$ cat src/rtl/arbiter_pkg.sv
// Shared definitions for the 8-way round-robin arbiter: sizes, FSM state
// type, default grant limit and the rotating-priority pick helper.
package arbiter_pkg;

  localparam int unsigned N_REQ                  = 8;
  localparam int unsigned IDX_W                  = 3;
  localparam int unsigned TIMEOUT_CYCLES_DEFAULT = 16;

  typedef enum logic {
    IDLE  = 1'b0,
    GRANT = 1'b1
  } arb_state_t;

  // First set request bit scanning ptr, ptr+1, ... ptr+7 (mod 8).
  // Returns ptr when no bit is set; callers qualify with |req.
  function automatic logic [IDX_W-1:0] rr_pick(
    input logic [N_REQ-1:0] req,
    input logic [IDX_W-1:0] ptr
  );
    logic [IDX_W-1:0] idx;
    logic [IDX_W-1:0] cand;
    logic             found;
    idx   = ptr;
    found = 1'b0;
    for (int unsigned i = 0; i < N_REQ; i++) begin
      cand = ptr + IDX_W'(i);
      if (!found && req[cand]) begin
        idx   = cand;
        found = 1'b1;
      end
    end
    return idx;
  endfunction

endpackage

$ cat src/rtl/onehot_dec3.sv
// 3-to-8 one-hot decoder with enable; all-zero output when disabled.
module onehot_dec3
  import arbiter_pkg::*;
(
  input  logic [IDX_W-1:0] i_idx,
  input  logic             i_en,
  output logic [N_REQ-1:0] o_onehot
);

  // Decode the index into a single set bit, gated by the enable.
  always_comb begin
    o_onehot = '0;
    if (i_en) begin
      o_onehot[i_idx] = 1'b1;
    end
  end

endmodule

$ cat src/rtl/arbiter_8.sv
// 8-requester round-robin arbiter with a two-state IDLE/GRANT FSM.
// A grant is issued one cycle after a qualifying request and held until
// the owner signals done or drops its request; the pointer then moves to
// the requester after the owner. Every release is followed by at least one
// idle cycle.
// Optional feature: define ARB_TIMEOUT_EN to bound each grant to
// TIMEOUT_CYCLES cycles, with a one-cycle timeout pulse on forced release.
module arbiter_8
  import arbiter_pkg::*;
#(
  parameter int unsigned TIMEOUT_CYCLES = TIMEOUT_CYCLES_DEFAULT
) (
  input  logic             clk,
  input  logic             rst,
  input  logic             enable,
  input  logic [N_REQ-1:0] req,
  input  logic             done,
  output logic [N_REQ-1:0] gnt,
  output logic [IDX_W-1:0] gnt_idx,
  output logic             gnt_valid,
  output logic             timeout
);

  arb_state_t       r_state;
  logic [IDX_W-1:0] r_ptr;
  logic [IDX_W-1:0] r_idx;
  logic             r_valid;

  logic             w_any_req;
  logic [IDX_W-1:0] w_pick;
  logic             w_release;
  logic [N_REQ-1:0] w_gnt;

  assign w_any_req = |req;
  assign w_pick    = rr_pick(req, r_ptr);
  // Owner-initiated release: explicit done or the owner's request falling.
  assign w_release = done | ~req[r_idx];

`ifdef ARB_TIMEOUT_EN
  localparam int unsigned     CNT_W    = $clog2(TIMEOUT_CYCLES);
  localparam logic [CNT_W-1:0] CNT_LAST = CNT_W'(TIMEOUT_CYCLES - 1);

  logic [CNT_W-1:0] r_cnt;
  logic             r_timeout;
  logic             w_force;

  // Forced release only when the owner is not already releasing itself,
  // so done on the terminal count stays a normal release.
  assign w_force = (r_cnt == CNT_LAST) & ~w_release;

  // Arbitration FSM with grant-length counter and timeout pulse.
  always_ff @(posedge clk or posedge rst) begin
    if (rst) begin
      r_state   <= IDLE;
      r_ptr     <= '0;
      r_idx     <= '0;
      r_valid   <= 1'b0;
      r_cnt     <= '0;
      r_timeout <= 1'b0;
    end else begin
      r_timeout <= 1'b0;
      case (r_state)
        IDLE: begin
          if (enable && w_any_req) begin
            r_state <= GRANT;
            r_idx   <= w_pick;
            r_valid <= 1'b1;
            r_cnt   <= '0;
          end
        end
        GRANT: begin
          if (w_release || w_force) begin
            r_state   <= IDLE;
            r_valid   <= 1'b0;
            r_ptr     <= r_idx + IDX_W'(1);
            r_timeout <= w_force;
          end else begin
            r_cnt <= r_cnt + CNT_W'(1);
          end
        end
      endcase
    end
  end

  assign timeout = r_timeout;
`else
  // Parameter kept for a build-independent interface; unused here.
  logic w_unused_cfg;
  assign w_unused_cfg = (TIMEOUT_CYCLES > 32'd256);

  // Arbitration FSM; grants are held until the owner releases.
  always_ff @(posedge clk or posedge rst) begin
    if (rst) begin
      r_state <= IDLE;
      r_ptr   <= '0;
      r_idx   <= '0;
      r_valid <= 1'b0;
    end else begin
      case (r_state)
        IDLE: begin
          if (enable && w_any_req) begin
            r_state <= GRANT;
            r_idx   <= w_pick;
            r_valid <= 1'b1;
          end
        end
        GRANT: begin
          if (w_release) begin
            r_state <= IDLE;
            r_valid <= 1'b0;
            r_ptr   <= r_idx + IDX_W'(1);
          end
        end
      endcase
    end
  end

  assign timeout = 1'b0;
`endif

  onehot_dec3 u_dec (
    .i_idx    (r_idx),
    .i_en     (r_valid),
    .o_onehot (w_gnt)
  );

  assign gnt       = w_gnt;
  assign gnt_idx   = r_idx;
  assign gnt_valid = r_valid;

endmodule

$ cat config.mk
export PLATFORM = sky130hd
export DESIGN_NAME = arbiter_8
export DESIGN_NICKNAME = d
export VERILOG_FILES = /design/src/rtl/arbiter_pkg.sv /design/src/rtl/onehot_dec3.sv /design/src/rtl/arbiter_8.sv
export SDC_FILE = /design/constraint.sdc
export NUM_CORES = 1
export LEC_CHECK = 0
export ABC_AREA = 1
export CORE_ASPECT_RATIO = 0.8
export CORE_MARGIN = 3
export CORE_UTILIZATION = 26
export CTS_CLUSTER_DIAMETER = 200
export DETAILED_ROUTE_END_ITERATION = 10
export PLACE_DENSITY = 0.51
export SLEW_MARGIN = 20
export SYNTH_ARGS = -nofsm -noshare
export SYNTH_HDL_FRONTEND = slang
export SYNTH_SLANG_ARGS = --single-unit
$ cat constraint.sdc
create_clock -name clk -period 3.6 [get_ports clk]
set_input_delay 0.72 -clock clk [delete_from_list [all_inputs] [get_ports clk]]
set_output_delay 0.72 -clock clk [all_outputs]
set_load 0.02 [all_outputs]
==> impl_metrics.ini <==
[worst_setup_path]
path_class = flop to flop
cp.required_ns = 3.71
r2r_end = gnt_idx[2]$_DFFE_PP0P_
r2r_setup_slack_ns = 0.87
startpoint = r_ptr[1]$_DFFE_PP0P_
arrival_ns = 2.85
startpoint_type = flop
rr_worst_depth = 18
cp-endpoint = gnt_idx[2]$_DFFE_PP0P_
r2r_start = r_ptr[1]$_DFFE_PP0P_
cp_max_fo = 11
crit_path_end_kind = flop

[logic_synthesis]
ys_warn_count = 0
yosysMostFrequentCell = nand2_1
synth_edf_count = 0
netlist_area_um2 = 1200
synth.ff_latch_count = 8
avgSynthCellArea_um2 = 5.90
synth_common_cells = nand2_1, nand3_1, inv_1
ys.flop_type = dfrtp_1
ys_types = 29
synth_top_family_by_area = simple AND/OR/NAND/NOR gates
synth_nets = 218
synthDominantCellAreaShare = 0.213
synth_fa_ha_area_frac = 0.0313
synthSimpleGateAreaFrac = 0.520
synth_compound_area_frac = 0.0961
synth.area.mux_share = 0
synthCells = 203
ys_top_cells_by_area = nand2_1, dfrtp_1, nand3_1, inv_1, nor2_1
yosysTopAreaCell = nand2_1
ys_seq_area_frac = 0.167
async_flop_share = 1.00
synth_xor_area_frac = 0.0627

[cells_and_area]
finalNetCount = 244
fillCellCount = 485
area_growth_syn_to_layout_pct = 26.4
antenna_cells = 0
drive_gt1_frac = 0.101

[die]
ios = 25
core_um2 = 4310
die_y_um = 66.7
dieWidth_um = 81.9
fp-row-count = 21
initial_utilization = 0.278
dieArea_um2 = 5460

[clock_network]
cts-buffers-inserted = 3
cts-root-buf = clkbuf_8
cts_resized = 0
clk_pin_slew_ns = 0.04
cts_tree = done
postCtsHoldBufs = 0
cts_setup_buffers = 0
clock_sinks = 8
clockBufferDepth = 2
clock_latency_ns = 0.22
htree_num_levels = 1

[sta]
finalSetupViolations = 0
tns_ns = 0
max_freq_ghz = 0.366
max_slew_margin = 0.655
min_period_over_period = 0.760
slew_violations = 0
grt_setup_unrepaired = false
finClkSkew_ns = 0.00164
hold_violations = 0
min_period_ns = 2.73
worstMarginPinSlew_ns = 0.515
fin_ws_ns = 0.865

[min_path]
hp-class = flop to flop

[route]
post_drt_wl_per_cell_um = 12.0
drc = 0
via_per_inst = 4.73
drt-total-wl_um = 3400
first_iter_violations = 140
ant_nets = 0
dr.pass1.iters = 4
via_count = 1342

[place]
port_buffers = 23
hpwl_um = 2830
place_congestion = 0.840
post-place-ws_ns = 0.863

[global_route]
grt_antenna_before_repair = 0
grt_max_degree = 12
track_usage = 0.131
grt_pass1_wl_um = 5650
grt_pass1_vias = 1184
overflow = 0

[run_status]
status = finished, final reports clean

[job]
cap_violations = 0
-- per-stage QoR --
step | area, um2 | cells | hold slack (ns) | util
after floorplan | 1200 | 203 | 0.525 | -
after global placement | 1470 | 281 | 0.530 | 0.342
after detailed placement | 1470 | 281 | 0.547 | 0.342
after CTS | 1510 | 284 | 0.557 | 0.351
after global routing | 1510 | 284 | 0.590 | 0.351
final | 1510 | 284 | 0.546 | 0.351
-- cell type report --
type                       instances  area (um2)  share of cell area
clock buffer                       3        41.3              0.0273
inverter                          27         101              0.0669
multi-input combinational        164         855               0.564
sequential                         8         200               0.132
tap                               57        71.3              0.0471
timing repair buffer              25         245               0.162
-- sequential cells by signal (all words and copies together) (netlist names) --
| signal | count |
|---|---|
| gnt_idx | 3 |
| gnt_valid | 1 |
| r_ptr | 3 |
| r_state | 1 |
-- layout by cell type (no fill, tap or decap), types with 2 or more instances in the layout --
| cell | n |
|---|---|
| nor2_8 | 2 |
| nand4_1 | 3 |
| nor3_1 | 2 |
| o21ai_1 | 2 |
| nand2_2 | 4 |
| ha_1 | 3 |
| nor2_1 | 19 |
| a21oi_1 | 5 |
| buf_4 | 2 |
| nand2_1 | 68 |
| clkbuf_8 | 3 |
| inv_1 | 22 |
| xnor2_1 | 3 |
| nand2_4 | 2 |
| nand3_2 | 2 |
| o22ai_1 | 2 |
| nand3_1 | 32 |
| o21ai_0 | 6 |
| xor2_2 | 2 |
| clkdlybuf4s50_1 | 23 |
| dfrtp_1 | 8 |
| inv_2 | 4 |
-- worst min-delay path by stage --
stage | from | slack [ns] | end | cells after the start
4_1_cts | gnt_valid$_DFFE_PP0P_ | 0.56 | gnt_valid$_DFFE_PP0P_ | 2
3_5_place_dp | gnt_valid$_DFFE_PP0P_ | 0.55 | gnt_valid$_DFFE_PP0P_ | 2
6_report | gnt_valid$_DFFE_PP0P_ | 0.55 | gnt_valid$_DFFE_PP0P_ | 2
3_3_place_gp | gnt_valid$_DFFE_PP0P_ | 0.53 | gnt_valid$_DFFE_PP0P_ | 2
2_1_floorplan | r_state$_DFF_PP0_ | 0.53 | r_state$_DFF_PP0_ | 2
5_1_grt | r_state$_DFF_PP0_ | 0.59 | r_state$_DFF_PP0_ | 2
-- cells by family after synthesis --
kind of cell,after synthesis
simple gates,134
compound gates,20
other cells,1
flops,8
xor+xnor,6
buf+inv,31
fa+ha+maj,3
-- metal layers --
| metal | share of wire | wire, um | global-route usage | up-vias |
|---|---|---|---|---|
| met5 | 0 | 0 | 0 | - |
| met4 | 0 | 0 | 0 | 0 |
| met3 | 0.071 | 240 | 0.0230 | 0 |
| met2 | 0.40 | 1350 | 0.198 | 39 |
| met1 | 0.53 | 1810 | 0.203 | 605 |
| li1 | - | - | - | 698 |
-- critical path, stage by stage, from the launching register on --
cell	delay (ns)
dfrtp_1	0.61
inv_2	0.14
ha_1	0.41
inv_1	0.20
nand3_1	0.15
nand2_1	0.08
nand2_1	0.06
nand2_2	0.10
nand2_4	0.07
nor2_8	0.13
nand2_4	0.08
nor2_8	0.11
nand2_2	0.09
o21ai_1	0.13
inv_1	0.05
nand2_1	0.06
nand2_1	0.04
nand2_1	0.06
nand2_1	0.05
Power is left out: the tool's default activity adds up to more than one toggle a clock period on the data nets, which glitch-free logic cannot reach.
